<file path="src/rtl/ttt_pkg.sv">
// ----------------------------------------------------------------------------
// ttt_pkg
// Shared definitions for the tic-tac-toe turn controller:
//   - FSM state encoding (MAIN, WAIT_KEY, CHECK, RESULT)
//   - keypad code constants and winner codes
//   - the 8 winning lines as triples of 0-based cell indices
//   - helpers that split the 18-bit board into per-player mark planes
// ----------------------------------------------------------------------------
package ttt_pkg;

    // FSM states
    localparam logic [1:0] ST_MAIN     = 2'd0;
    localparam logic [1:0] ST_WAIT_KEY = 2'd1;
    localparam logic [1:0] ST_CHECK    = 2'd2;
    localparam logic [1:0] ST_RESULT   = 2'd3;

    // Keypad codes (1..9 are cells)
    localparam logic [3:0] KEY_START   = 4'hA;
    localparam logic [3:0] KEY_RESTART = 4'hB;
    localparam logic [3:0] KEY_UNDO    = 4'hC;

    // Winner codes
    localparam logic [1:0] WIN_NONE = 2'b00;
    localparam logic [1:0] WIN_X    = 2'b01;
    localparam logic [1:0] WIN_O    = 2'b10;
    localparam logic [1:0] WIN_DRAW = 2'b11;

    localparam logic [3:0] MAX_MOVES = 4'd9;

    // Winning lines, 0-based cell indices; entry 0 is the last group listed.
    localparam logic [7:0][2:0][3:0] WIN_LINES = {
        {4'd2, 4'd4, 4'd6},   // anti-diagonal 3,5,7
        {4'd0, 4'd4, 4'd8},   // diagonal 1,5,9
        {4'd2, 4'd5, 4'd8},   // column 3,6,9
        {4'd1, 4'd4, 4'd7},   // column 2,5,8
        {4'd0, 4'd3, 4'd6},   // column 1,4,7
        {4'd6, 4'd7, 4'd8},   // row 7,8,9
        {4'd3, 4'd4, 4'd5},   // row 4,5,6
        {4'd0, 4'd1, 4'd2}    // row 1,2,3
    };

    // True for keypad codes that address a board cell
    function automatic logic is_cell_key(input logic [3:0] key);
        return (key >= 4'd1) && (key <= 4'd9);
    endfunction

    // Extract one player's 9-bit mark plane (X is the even bit of each cell)
    function automatic logic [8:0] mark_plane(input logic [17:0] brd, input logic o_side);
        logic [8:0] plane;
        plane = 9'd0;
        for (int k = 0; k < 9; k++) begin
            plane[k] = o_side ? brd[2*k+1] : brd[2*k];
        end
        return plane;
    endfunction

endpackage

</file>
<file path="src/rtl/ttt_line_checker.sv">
// ----------------------------------------------------------------------------
// ttt_line_checker
// Purely combinational: reports whether a 9-bit mark plane completes any of
// the eight winning lines.
// Ports:
//   i_plane  in  9  marks of one player, bit k = cell k+1
//   o_win    out 1  1 when any row, column or diagonal is fully marked
// ----------------------------------------------------------------------------
module ttt_line_checker
    import ttt_pkg::*;
(
    input  logic [8:0] i_plane,
    output logic       o_win
);

    // OR-reduce the AND of the three cells of every line
    always_comb begin
        o_win = 1'b0;
        for (int l = 0; l < 8; l++) begin
            if (i_plane[WIN_LINES[l][0]] && i_plane[WIN_LINES[l][1]] &&
                i_plane[WIN_LINES[l][2]]) begin
                o_win = 1'b1;
            end else begin
                o_win = o_win;
            end
        end
    end

endmodule

</file>
<file path="src/rtl/ttt_turn_controller.sv">
// ----------------------------------------------------------------------------
// ttt_turn_controller
// Game sequencer between the keypad decoder and the display blocks. Owns the
// board register, alternates X/O, detects win/draw and holds the result for
// HOLD_CYCLES clocks before returning to the title screen.
// Optional build macro: TTT_UNDO_EN enables a single-level undo on key 4'hC.
// Ports:
//   clk, rst        clock, asynchronous active-high reset
//   key_data[3:0]   keypad code, qualified by key_valid
//   key_valid       one-cycle strobe per keypress
//   board[17:0]     cell k at [2k-1:2k-2]; even bit = X, odd bit = O
//   is_main         1 on the title screen
//   is_turn_o       0 = X to move, 1 = O to move
//   winner[1:0]     00 none, 01 X, 10 O, 11 draw
//   game_over       1 while the result is shown
//   move_err        one-cycle pulse on a rejected key
// ----------------------------------------------------------------------------
module ttt_turn_controller
    import ttt_pkg::*;
#(
    parameter int HOLD_CYCLES = 25000000,
    parameter int HOLD_W      = 25
)
(
    input  logic        clk,
    input  logic        rst,
    input  logic [3:0]  key_data,
    input  logic        key_valid,
    output logic [17:0] board,
    output logic        is_main,
    output logic        is_turn_o,
    output logic [1:0]  winner,
    output logic        game_over,
    output logic        move_err
);

    localparam logic [HOLD_W-1:0] HOLD_LAST = HOLD_W'(HOLD_CYCLES - 1);

    logic [1:0]        r_state,      w_state_nxt;
    logic [17:0]       r_board,      w_board_nxt;
    logic              r_is_turn_o,  w_is_turn_o_nxt;
    logic [1:0]        r_winner,     w_winner_nxt;
    logic              r_game_over,  w_game_over_nxt;
    logic              r_move_err,   w_move_err_nxt;
    logic              r_is_main,    w_is_main_nxt;
    logic [3:0]        r_move_count, w_move_count_nxt;
    logic [HOLD_W-1:0] r_hold,       w_hold_nxt;
`ifdef TTT_UNDO_EN
    logic [3:0]        r_last_cell,  w_last_cell_nxt;
    logic              r_undo_tok,   w_undo_tok_nxt;
`endif

    logic [3:0] w_cell_idx;
    logic [1:0] w_cell_bits;
    logic [4:0] w_mark_bit;
    logic       w_restart;
    logic       w_win;

    assign w_cell_idx  = key_data - 4'd1;
    assign w_cell_bits = r_board[{w_cell_idx, 1'b0} +: 2];
    assign w_mark_bit  = {w_cell_idx, 1'b0} + {4'd0, r_is_turn_o};
    assign w_restart   = key_valid && (key_data == KEY_RESTART) && (r_state != ST_MAIN);

    // The checker only ever sees the plane of the player who just moved
    ttt_line_checker u_line_checker (
        .i_plane (mark_plane(r_board, r_is_turn_o)),
        .o_win   (w_win)
    );

    // Next-state and next-output decode; RESTART overrides every other event
    always_comb begin
        w_state_nxt      = r_state;
        w_board_nxt      = r_board;
        w_is_turn_o_nxt  = r_is_turn_o;
        w_winner_nxt     = r_winner;
        w_game_over_nxt  = r_game_over;
        w_move_err_nxt   = 1'b0;
        w_move_count_nxt = r_move_count;
        w_hold_nxt       = r_hold;
`ifdef TTT_UNDO_EN
        w_last_cell_nxt  = r_last_cell;
        w_undo_tok_nxt   = r_undo_tok;
`endif
        if (w_restart) begin
            w_state_nxt      = ST_MAIN;
            w_board_nxt      = 18'd0;
            w_is_turn_o_nxt  = 1'b0;
            w_winner_nxt     = WIN_NONE;
            w_game_over_nxt  = 1'b0;
            w_move_count_nxt = 4'd0;
            w_hold_nxt       = {HOLD_W{1'b0}};
`ifdef TTT_UNDO_EN
            w_undo_tok_nxt   = 1'b0;
`endif
        end else begin
            case (r_state)
                ST_MAIN: begin
                    if (key_valid && (key_data == KEY_START)) begin
                        w_state_nxt      = ST_WAIT_KEY;
                        w_board_nxt      = 18'd0;
                        w_is_turn_o_nxt  = 1'b0;
                        w_winner_nxt     = WIN_NONE;
                        w_move_count_nxt = 4'd0;
`ifdef TTT_UNDO_EN
                        w_undo_tok_nxt   = 1'b0;
`endif
                    end else begin
                        w_state_nxt = ST_MAIN;
                    end
                end
                ST_WAIT_KEY: begin
                    if (key_valid && is_cell_key(key_data) && (w_cell_bits == 2'b00)) begin
                        w_board_nxt[w_mark_bit] = 1'b1;
                        w_move_count_nxt = (r_move_count < MAX_MOVES) ?
                                           (r_move_count + 4'd1) : r_move_count;
                        w_state_nxt      = ST_CHECK;
`ifdef TTT_UNDO_EN
                        w_last_cell_nxt  = w_cell_idx;
                        w_undo_tok_nxt   = 1'b1;
`endif
`ifdef TTT_UNDO_EN
                    end else if (key_valid && (key_data == KEY_UNDO) && r_undo_tok) begin
                        w_board_nxt[{r_last_cell, 1'b0} +: 2] = 2'b00;
                        w_move_count_nxt = (r_move_count != 4'd0) ?
                                           (r_move_count - 4'd1) : r_move_count;
                        w_is_turn_o_nxt  = ~r_is_turn_o;
                        w_undo_tok_nxt   = 1'b0;
`endif
                    end else if (key_valid) begin
                        // occupied cell, key 0, START, or any code above RESTART
                        w_move_err_nxt = 1'b1;
                    end else begin
                        w_state_nxt = ST_WAIT_KEY;
                    end
                end
                ST_CHECK: begin
                    if (w_win) begin
                        w_winner_nxt    = r_is_turn_o ? WIN_O : WIN_X;
                        w_game_over_nxt = 1'b1;
                        w_hold_nxt      = {HOLD_W{1'b0}};
                        w_state_nxt     = ST_RESULT;
                    end else if (r_move_count == MAX_MOVES) begin
                        w_winner_nxt    = WIN_DRAW;
                        w_game_over_nxt = 1'b1;
                        w_hold_nxt      = {HOLD_W{1'b0}};
                        w_state_nxt     = ST_RESULT;
                    end else begin
                        w_is_turn_o_nxt = ~r_is_turn_o;
                        w_state_nxt     = ST_WAIT_KEY;
                    end
                end
                ST_RESULT: begin
                    if (r_hold == HOLD_LAST) begin
                        w_state_nxt     = ST_MAIN;
                        w_winner_nxt    = WIN_NONE;
                        w_game_over_nxt = 1'b0;
                        w_hold_nxt      = {HOLD_W{1'b0}};
                    end else begin
                        w_hold_nxt = r_hold + HOLD_W'(1);
                    end
                end
                default: begin
                    w_state_nxt = ST_MAIN;
                end
            endcase
        end
        w_is_main_nxt = (w_state_nxt == ST_MAIN);
    end

    // State and output registers
    always_ff @(posedge clk or posedge rst) begin
        if (rst) begin
            r_state      <= ST_MAIN;
            r_board      <= 18'd0;
            r_is_turn_o  <= 1'b0;
            r_winner     <= WIN_NONE;
            r_game_over  <= 1'b0;
            r_move_err   <= 1'b0;
            r_is_main    <= 1'b1;
            r_move_count <= 4'd0;
            r_hold       <= {HOLD_W{1'b0}};
        end else begin
            r_state      <= w_state_nxt;
            r_board      <= w_board_nxt;
            r_is_turn_o  <= w_is_turn_o_nxt;
            r_winner     <= w_winner_nxt;
            r_game_over  <= w_game_over_nxt;
            r_move_err   <= w_move_err_nxt;
            r_is_main    <= w_is_main_nxt;
            r_move_count <= w_move_count_nxt;
            r_hold       <= w_hold_nxt;
        end
    end

`ifdef TTT_UNDO_EN
    // Single-level undo bookkeeping
    always_ff @(posedge clk or posedge rst) begin
        if (rst) begin
            r_last_cell <= 4'd0;
            r_undo_tok  <= 1'b0;
        end else begin
            r_last_cell <= w_last_cell_nxt;
            r_undo_tok  <= w_undo_tok_nxt;
        end
    end
`endif

    assign board     = r_board;
    assign is_main   = r_is_main;
    assign is_turn_o = r_is_turn_o;
    assign winner    = r_winner;
    assign game_over = r_game_over;
    assign move_err  = r_move_err;

endmodule

</file>
<file path="config.mk">
export PLATFORM = sky130hd
export DESIGN_NAME = ttt_turn_controller
export DESIGN_NICKNAME = d
export VERILOG_FILES = /design/src/rtl/ttt_pkg.sv /design/src/rtl/ttt_line_checker.sv /design/src/rtl/ttt_turn_controller.sv
export SDC_FILE = /design/constraint.sdc
export NUM_CORES = 1
export LEC_CHECK = 0
export CAP_MARGIN = 10
export CORE_UTILIZATION = 50
export DETAILED_ROUTE_END_ITERATION = 8
export GPL_ROUTABILITY_DRIVEN = 0
export MAX_ROUTING_LAYER = met4
export PLACE_DENSITY = 0.74
export REMOVE_ABC_BUFFERS = 1
export SLEW_MARGIN = 10
export SYNTH_ARGS = -nofsm -noshare
export SYNTH_HDL_FRONTEND = slang
export SYNTH_HIERARCHICAL = 1
export SYNTH_SLANG_ARGS = --single-unit
</file>
<file path="constraint.sdc">
create_clock -name clk -period 3.2 [get_ports clk]
set_input_delay 0.32 -clock clk [delete_from_list [all_inputs] [get_ports clk]]
set_output_delay 0.32 -clock clk [all_outputs]
set_load 0.01 [all_outputs]
</file>
==> impl_metrics.tcl, run 1 <==
set metrics [dict create \
    final_routed_drc_violation_total 0 \
    design.final.nets 392 \
    fin_ws_ns 0.303 \
    worst_pin_slew_ns 0.845 \
    synth_most_common_cell "dfrtp_1" \
    layout_cell_share_with_drive_strength_beyond_1_pct 15.1 \
    clock_sink_count 55 \
    pwr-share-clk_pct 20.7 \
    rsz0062_at_grt "no" \
    area_delta_synth_final_pct 16.7 \
    grt_first_pass_wirelength_um 13200 \
    final.setup.tns_ns 0 \
    dominantRegCellSynth "dfrtp_1" \
    top_level_pins 31 \
    routed_wirelength_um 7700 \
    max-clock-path-buffers 2 \
    leakage_nw 1.67 \
    power.share.combinational_pct 38.4 \
    ff2ff_path_depth 11 \
    pwr-share-seq_pct 40.8 \
    maxClockFrequency_mhz 345 \
    netlist_instances 338 \
    cell_internal_pwr_mw 1.42 \
    cts_root_buffer "clkbuf_8" \
    antennaDiodeCount 0 \
    number_of_synthesized_flops_with_an_enable_pin 0 \
    crit_arrival_ns 3.07 \
    startpoint_type "flop" \
    first_global_vias 2725 \
    die_height_um 83.5 \
    number_of_storage_elements_in_the_synthesis_netlist 55 \
    die_width_um 83.5 \
    max_cap_viol 0 \
    irDropWorstVdd_mv 0.371 \
    tritoncts "built" \
    pre_cts_setup_slack_ns 0.228 \
    hold_path.class "in2async" \
    postSynthAreaPerCell_um2 9.82 \
    worst_setup_hold_path_clk_slew_ns 0.10 \
    wl_per_cell_um 16.9 \
    worstSkewPairLatency_ns 0.31 \
    ys_seq_area_share_pct 41.5 \
    maxSlewViolCount 0 \
    synthArstFlopShare_pct 100 \
    post-synth-top-area-fraction_pct 40.7 \
    layout_min_cycle_time_ns 2.90 \
    postLayoutCoreUtil_pct 60.6 \
    vias 2774 \
    setup.worst_path.class "reg2reg" \
    grt_antenna_before_repair 0 \
    synth.distinct_cells 66 \
    cts_hold_buffers 0 \
    die_area_mm2 0.00697 \
    status "finished, final reports clean" \
    maxSlewHeadroom_pct 42.9 \
    floorplan.initialDensity_pct 52.0 \
    grt.total_usage_pct 24.3 \
    crit_path_end_kind "flop" \
    ant_nets 0 \
    power.switching_mw 0.869 \
    ctsResizeCount 0 \
    viasPerCell 6.10 \
    post_synth_instance_area_mm2 0.00332 \
    cp_data_required_time_ns 3.38 \
    clock_tree.htree_level_count 2 \
    switching_share_pct 37.9 \
    report.final.hold_viol_count 0 \
    fin_crit_sh_pct 90.5 \
    grt_overflow 0 \
    core.rowCount 29 \
    setup_violations 0 \
    power-per-cell-area_mw_per_mm2 591 \
    ranking_of_synthesized_cells_by_area "dfrtp_1 41%, xor2_1 4.2%, mux2_2 3.7%, nor2_1 3.4%, nand2_1 3.2%" \
    numCtsBuffers 5 \
    dp_hpwl_um 5920 \
    yosysWarnings 6 \
    placeableCoreArea_mm2 0.00639 \
    synth.largest_area_cell "dfrtp_1" \
    detailedRoute.firstIterationViolations 156 \
    drt_first_pass_iters 4 \
    fin_worst_skew_ns 0.00634 \
    post_cts_buffers 0 \
    largest_fanout_of_any_net_on_the_critical_path 15 \
    place.port_buffers 30 \
    grt_max_degree 26 \
    yosys-top-cells-count "54 x dfrtp_1, 30 x nor2_1, 28 x nand2_1" \
]
-- cell families (layout without fill, tap and decap cells) --
kind of cell | after synthesis | count (layout) | share of synthesized area [%]
simple gates | 133 | 133 | 21.4
flops | 55 | 55 | 41.5
compound gates | 80 | 80 | 19.1
fa+ha+maj | 9 | 9 | 3.36
mux | 13 | 13 | 5.20
xor+xnor | 20 | 20 | 5.28
buf+inv | 28 | 68 | 4.11
-- cell type report --
cell class / count / area, µm²
Fill cell: 548 / 2510
Multi-Input combinational cell: 255 / 1800
Sequential cell: 55 / 1380
Timing Repair Buffer: 46 / 420
Tap cell: 77 / 96.3
Clock buffer: 5 / 68.8
Inverter: 14 / 57.6
Clock inverter: 3 / 47.5
-- placed cells by master, fill, tap and decap left out, types with 6 or more instances in the layout --
cell,Yosys,layout
a21oi_1,8,8
a22o_1,7,7
a31oi_1,6,6
a32o_1,9,9
and3_1,12,12
buf_4,0,16
clkdlybuf4s50_1,0,30
dfrtp_1,54,54
ha_1,8,8
inv_1,13,12
mux2_2,11,11
nand2_1,28,28
nand3_1,16,16
nand4_1,7,7
nor2_1,30,30
nor3_1,8,8
o21ai_0,16,16
xor2_1,16,16
-- power groups by stage --
stage / Clock (mW) / Combinational (mW) / Sequential (mW)
2_1_floorplan: 0 / 0.504 / 0.942
4_1_cts: 0.484 / 0.878 / 0.934
5_1_grt: 0.508 / 0.972 / 0.955
3_5_place_dp: 0 / 0.876 / 0.946
6_report: 0.475 / 0.881 / 0.936
3_3_place_gp: 0 / 0.860 / 0.944
-- metrics by stage --
stage / area [µm²] / total power [mW] / hold slack [ns] / instances
after global routing: 3870 / 2.43 / 0.403 / 455
after global placement: 3760 / 1.80 / 0.504 / 447
after CTS: 3870 / 2.30 / 0.377 / 455
after floorplan: 3240 / 1.45 / 0.473 / 324
after detailed placement: 3760 / 1.82 / 0.522 / 447
final: 3870 / 2.29 / 0.360 / 455
-- sequential cells by signal (all words and copies together) (netlist names) --
name          flops
winner            2
is_main           1
move_err          1
game_over         1
r_state           2
board            18
r_move_count      4
is_turn_o         1
r_hold           25
-- path summary, 6_finish.rpt --
| kind | from | to | slack, ns |
|---|---|---|---|
| max | is_turn_o | r_hold[24] | 0.30 |
| min | rst | board[16] | 0.36 |
| max reg2reg | is_turn_o | r_hold[24] | 0.30 |
| min reg2reg | r_hold[24] | r_hold[24] | 0.54 |
| max in group asynchronous | rst | board[7] | 2.22 |
| min in group clk | r_hold[24] | r_hold[24] | 0.54 |
-- critical path, stage by stage (launching register included) --
cell and delay, ns:
dfrtp_1 0.74, mux2_2 0.43, a22o_1 0.24, a22oi_1 0.18, nand2_1 0.16, nor3_1 0.23, buf_4 0.19, a2111oi_4 0.08
buf_4 0.19, nand4_1 0.11, xor2_1 0.16, nor2_1 0.05
-- routing by layer --
layer  vias to the layer above  GRT usage (%)  part of all wire (%)
li1                       1329              -                     -
met2                        64           39.8                    49
met3                        14           3.56                   3.7
met4                         0           7.70                   1.8
met1                      1367           31.4                    45
met5                         -              -                     0
(Power assumes the default switching activity.)
==> run 2: changes to the inputs <==
- CORE_MARGIN: not set -> 3
==> run 2 against run 1 <==
Against the previous run:
- sequential share of layout area up 0.081 points
- flip-flop and latch count unchanged
- fmax is 4.0% higher
- register-to-register slack improved by 0.11 ns
- power shrank 2.8%
- first-iteration DRC count fell by 8.3%
- sequential power shrank 1%
- worst hold slack better by 0.044 ns
- utilization down 0.14 points
- critical path depth down 3
- critical path type unchanged
- highest routed layer unchanged
==> impl_metrics.tcl, run 2 (synthesis gave the netlist of run 1 again) <==
set metrics [dict create \
    crit_buf_inv 0 \
    setup_violations 0 \
    cts_hold_buffers 0 \
    ant_nets 0 \
    antennaDiodeCount 0 \
    irDropWorstVdd_mv 0.313 \
    dp_hpwl_um 5840 \
    detailedRoute.firstIterationViolations 143 \
    first_global_vias 2677 \
    total_power_consumption_mw 2.23 \
    critical_path.cell_chain "mux2_2 > a22o_1 > a22oi_1 > nand2_1 > or3_1 > o21ai_0 > a31oi_1 > mux2_2" \
    largest_fanout_of_any_net_on_the_critical_path 13 \
    vias 2764 \
    final.setup.tns_ns 0 \
    post_cts_buffers 0 \
    largest_register_ffs 25 \
    fillcell_total 552 \
    top_level_pins 31 \
    postLayoutCoreUtil_pct 60.5 \
    rsz0062_at_grt "no" \
    drt_first_pass_iters 5 \
    grt.total_usage_pct 21.6 \
    placeableCoreArea_mm2 0.00639 \
    leakage_nw 1.67 \
    worstSkewPairLatency_ns 0.30 \
    cp_data_required_time_ns 3.39 \
    max_cap_viol 0 \
    die_width_um 87.5 \
    place.port_buffers 30 \
    final_routed_drc_violation_total 0 \
    status "finished, final reports clean" \
    pre_cts_setup_slack_ns 0.242 \
    die_height_um 87.5 \
    viasPerCell 6.06 \
    ctsResizeCount 0 \
    pwr-share-clk_pct 18.5 \
    crit_arrival_ns 2.98 \
    wl_per_cell_um 16.6 \
    final_cell_count_no_fill 456 \
    power.switching_mw 0.845 \
    design.final.nets 393 \
    grt_antenna_before_repair 0 \
    clock_sink_count 55 \
    worst_setup_hold_path_clk_slew_ns 0.09 \
    cp_common_cell "mux2_2" \
    grt_max_degree 29 \
    fin_ws_ns 0.415 \
    hold_path.class "in2async" \
    layout_cell_share_with_drive_strength_beyond_1_pct 15.0 \
    maxSlewHeadroom_pct 43.1 \
    cpMaxStageDelayCell "dfrtp_1" \
    floorplan.initialDensity_pct 52.0 \
    setup.worst_path.class "reg2reg" \
    worst_pin_slew_ns 0.843 \
    die_area_mm2 0.00765 \
    routed_wirelength_um 7590 \
    fin_worst_skew_ns 0.00701 \
    power.share.combinational_pct 39.9 \
    layout_min_cycle_time_ns 2.79 \
    numCtsBuffers 5 \
    critical-path-max-stage-delay_ns 0.63 \
    startpoint_type "flop" \
    cts_root_buffer "clkbuf_8" \
    switching_share_pct 37.9 \
    clock_tree.htree_level_count 2 \
    cp_top_family "compound AO/OA/AOI/OAI gates" \
    grt_overflow 0 \
    report.final.hold_viol_count 0 \
    pwr-share-seq_pct 41.6 \
    max-clock-path-buffers 2 \
    area_delta_synth_final_pct 16.4 \
    power-per-cell-area_mw_per_mm2 576 \
    tritoncts "built" \
    fin_crit_sh_pct 87.0 \
    maxSlewViolCount 0 \
    dp_cells 448 \
    maxClockFrequency_mhz 359 \
    core.rowCount 29 \
    cell_internal_pwr_mw 1.38 \
    grt_first_pass_wirelength_um 12700 \
    final_common_cell "dfrtp_1" \
    crit_path_end_kind "flop" \
    largest-register "r_hold" \
    mostFrequentLayoutCells "54 x dfrtp_1, 30 x nor2_1, 30 x clkdlybuf4s50_1, 28 x nand2_1, 17 x buf_4" \
]
run 2: area by class of cell:
type	count	area, µm²	area share, %
multi-input combinational	255	1800	46.7
sequential	55	1380	35.7
timing repair buffer	47	428	11.1
clock buffer	8	100	2.59
tap	77	96.3	2.49
inverter	14	57.6	1.49
run 2: power by group through the flow:
stage	clock network [mW]	registers [mW]	logic, mW
3_3_place_gp	0	0.933	0.877
3_5_place_dp	0	0.938	0.890
6_report	0.412	0.926	0.889
5_1_grt	0.449	0.945	0.977
2_1_floorplan	0	0.942	0.504
4_1_cts	0.423	0.925	0.892
run 2: worst reg2reg max path, cell delays in order (launching register included):
cell and delay, ns:
dfrtp_1 0.63, mux2_2 0.43, a22o_1 0.21, a22oi_1 0.18
nand2_1 0.13, or3_1 0.42, o21ai_0 0.24, a31oi_1 0.12
mux2_2 0.32
run 2: final timing paths:
kind                                 from              end  slack [ns]  cells past startpoint
worst max register to register  is_turn_o        winner[0]        0.41                      8
max in group asynchronous             rst         board[3]        2.13                      3
worst min register to register  winner[1]        winner[1]        0.52                      1
worst max-delay path            is_turn_o        winner[0]        0.41                      8
min in group clk                winner[1]        winner[1]        0.52                      1
worst min-delay path                  rst  r_move_count[1]        0.40                      2
run 2: per-layer routing:
metal | track usage [%] | part of all wire [%] | vias to the layer above
li1 | - | - | 1338
met5 | - | 0 | -
met4 | 7.11 | 1.6 | 0
met1 | 26.9 | 43 | 1347
met3 | 3.78 | 4.7 | 11
met2 | 35.7 | 50 | 68
run 2: stage by stage:
| stage | hold WS [ns] | cell area, µm² |
|---|---|---|
| detailed placement | 0.501 | 3760 |
| floorplan | 0.473 | 3240 |
| global placement | 0.493 | 3760 |
| CTS | 0.425 | 3860 |
| global route | 0.459 | 3860 |
| finish | 0.404 | 3860 |
==> run 3: changes to the inputs <==
- DONT_BUFFER_PORTS: not set -> 1
- PLACE_DENSITY: 0.74 -> 0.68
==> run 3 against run 2 <==
Against the previous run:
- sequential share of layout area increased by 3.8 points
- flip-flop and latch count unchanged
- setup slack got worse by 0.055 ns
- clock skew increased by 0.0041 ns
- die area unchanged
- clock power increased by 1%
- register-to-register slack got worse by 0.06 ns
- critical path type unchanged
- critical endpoint is now r_hold[22]
- largest cell class unchanged
- highest routed layer unchanged
==> impl_metrics.tcl, run 3 (synthesis gave the netlist of run 1 again) <==
set metrics [dict create \
    status "finished, final reports clean" \
    layout_min_cycle_time_ns 2.84 \
    die_height_um 87.5 \
    wl_per_cell_um 17.1 \
    critical_path.cell_chain "mux2_2 > a22o_1 > a22oi_1 > nand2_1 > nor3_1 > buf_4 > a2111oi_4 > nand2_2 > or3_1 > a21oi_1" \
    routed_wirelength_um 7120 \
    postLayoutCoreUtil_pct 54.7 \
    place.port_buffers 0 \
    tritoncts "built" \
    grt_max_degree 30 \
    layout_cell_share_with_drive_strength_beyond_1_pct 14.1 \
    report.final.hold_viol_count 0 \
    crit_arrival_ns 3.09 \
    dp_hpwl_um 5250 \
    floorplan.initialDensity_pct 52.0 \
    maxSlewViolCount 0 \
    mostFrequentLayoutCells "54 x dfrtp_1, 30 x nor2_1, 28 x nand2_1" \
    die_width_um 87.5 \
    worst_setup_hold_path_clk_slew_ns 0.11 \
    design.final.nets 354 \
    grt_overflow 0 \
    hold_start "key_data[0]" \
    worst_pin_slew_ns 0.844 \
    cpMaxStageDelayCell "dfrtp_1" \
    maxClockFrequency_mhz 352 \
    cp_data_required_time_ns 3.45 \
    die_area_mm2 0.00765 \
    ant_nets 0 \
    multi_input_area_mm2 0.00180 \
    placeableCoreArea_mm2 0.00639 \
    grt_first_pass_wirelength_um 12000 \
    critical-path-max-stage-delay_ns 0.66 \
    fin_worst_skew_ns 0.0111 \
    grt.total_usage_pct 20.3 \
    final.setup.tns_ns 0 \
    setup_violations 0 \
    r2r_start "is_turn_o" \
    largest-register "r_hold" \
    regArea_mm2 0.00138 \
    ctsResizeCount 0 \
    final_common_cell "dfrtp_1" \
    top_level_pins 31 \
    first_global_vias 2497 \
    largest_register_ffs 25 \
    total_power_consumption_mw 2.08 \
    power-per-cell-area_mw_per_mm2 596 \
    worstSkewPairLatency_ns 0.32 \
    irDropWorstVdd_mv 0.311 \
    hold_path.class "in2reg" \
    grt_antenna_before_repair 0 \
    vias 2596 \
    antennaDiodeCount 0 \
    max-clock-path-buffers 2 \
    setup.worst_path.class "reg2reg" \
    drt_first_pass_iters 4 \
    worst_r2r_endpoint "r_hold[22]" \
    crit_buf_inv 1 \
    numCtsBuffers 5 \
    crit_path_end_kind "flop" \
    final_routed_drc_violation_total 0 \
    fillcell_total 563 \
    clock_tree.htree_level_count 2 \
    fin_crit_sh_pct 88.8 \
    rsz0062_at_grt "no" \
    startpoint_type "flop" \
    reg2reg_slack_ns 0.36 \
    max_cap_viol 0 \
    largest_fanout_of_any_net_on_the_critical_path 14 \
    detailedRoute.firstIterationViolations 177 \
    hold-path-cell-count 1 \
    area_delta_synth_final_pct 5.35 \
    maxSlewHeadroom_pct 43.7 \
    viasPerCell 6.23 \
    hold_path_end "board[8]" \
    ff2ff_path_depth 10 \
    clock_sink_count 55 \
    cts_root_buffer "clkbuf_8" \
    core.rowCount 29 \
    cp_top_family "compound AO/OA/AOI/OAI gates" \
    leakage_nw 1.52 \
]
[run 3: changes by cell type in the layout (fill, tap and decap cells not counted), sizes merged]
cell and change:
clkdlybuf4s50 -30, clkbuf -3, dlygate4sd3 +1, inv +3, buf -10
[run 3: repair_timing]
item                      CTS  global route
hold buffers                1             0
hold endpoints to repair   27             0
buffers inserted            0             0
[run 3: layout make-up]
type / count / area share (%)
inverter: 14 / 1.65
timing repair buffer: 8 / 1.79
multi-input combinational: 255 / 51.6
tap: 77 / 2.76
clock buffer: 5 / 1.97
clock inverter: 3 / 0.823
sequential: 55 / 39.4
[run 3: worst max-delay path by stage]
stage	startpoint	end	slack [ns]	depth (start not counted)
floorplan	is_turn_o	r_hold[20]	0.25	9
global placement	is_turn_o	r_hold[22]	0.49	10
global route	is_turn_o	r_hold[22]	0.06	10
detailed placement	is_turn_o	r_hold[22]	0.38	10
finish	is_turn_o	r_hold[22]	0.36	10
CTS	is_turn_o	r_hold[22]	0.35	10
[run 3: power by group]
part	switching, mW	total [mW]	internal, mW
clock network	0.252	0.418	0.166
logic	0.428	0.708	0.280
registers	0.162	0.956	0.793
[run 3: worst register-to-register path, stage by stage (launching register included)]
cell and delay, ns:
dfrtp_1 0.66, mux2_2 0.28, a22o_1 0.14, a22oi_1 0.08, nand2_1 0.17, nor3_1 0.08, buf_4 0.18, a2111oi_4 0.56
nand2_2 0.13, or3_1 0.37, a21oi_1 0.14
[run 3: through the flow]
| stage | hold slack (ns) | setup WS, ns | std cells | cell area [µm²] |
|---|---|---|---|---|
| after floorplan | 0.473 | 0.254 | 324 | 3240 |
| after global placement | 0.310 | 0.490 | 408 | 3390 |
| after detailed placement | 0.314 | 0.377 | 408 | 3390 |
| after CTS | 0.153 | 0.352 | 417 | 3500 |
| after global routing | 0.154 | 0.0574 | 417 | 3500 |
| final | 0.161 | 0.359 | 417 | 3500 |
[run 3: per-layer routing]
metal,vias to the layer above,GRT usage (%),share of wire [%]
met5,-,-,0
met2,69,32.3,49
met1,1265,26.1,45
li1,1253,-,-
met3,9,3.69,4.3
met4,0,6.42,1.8
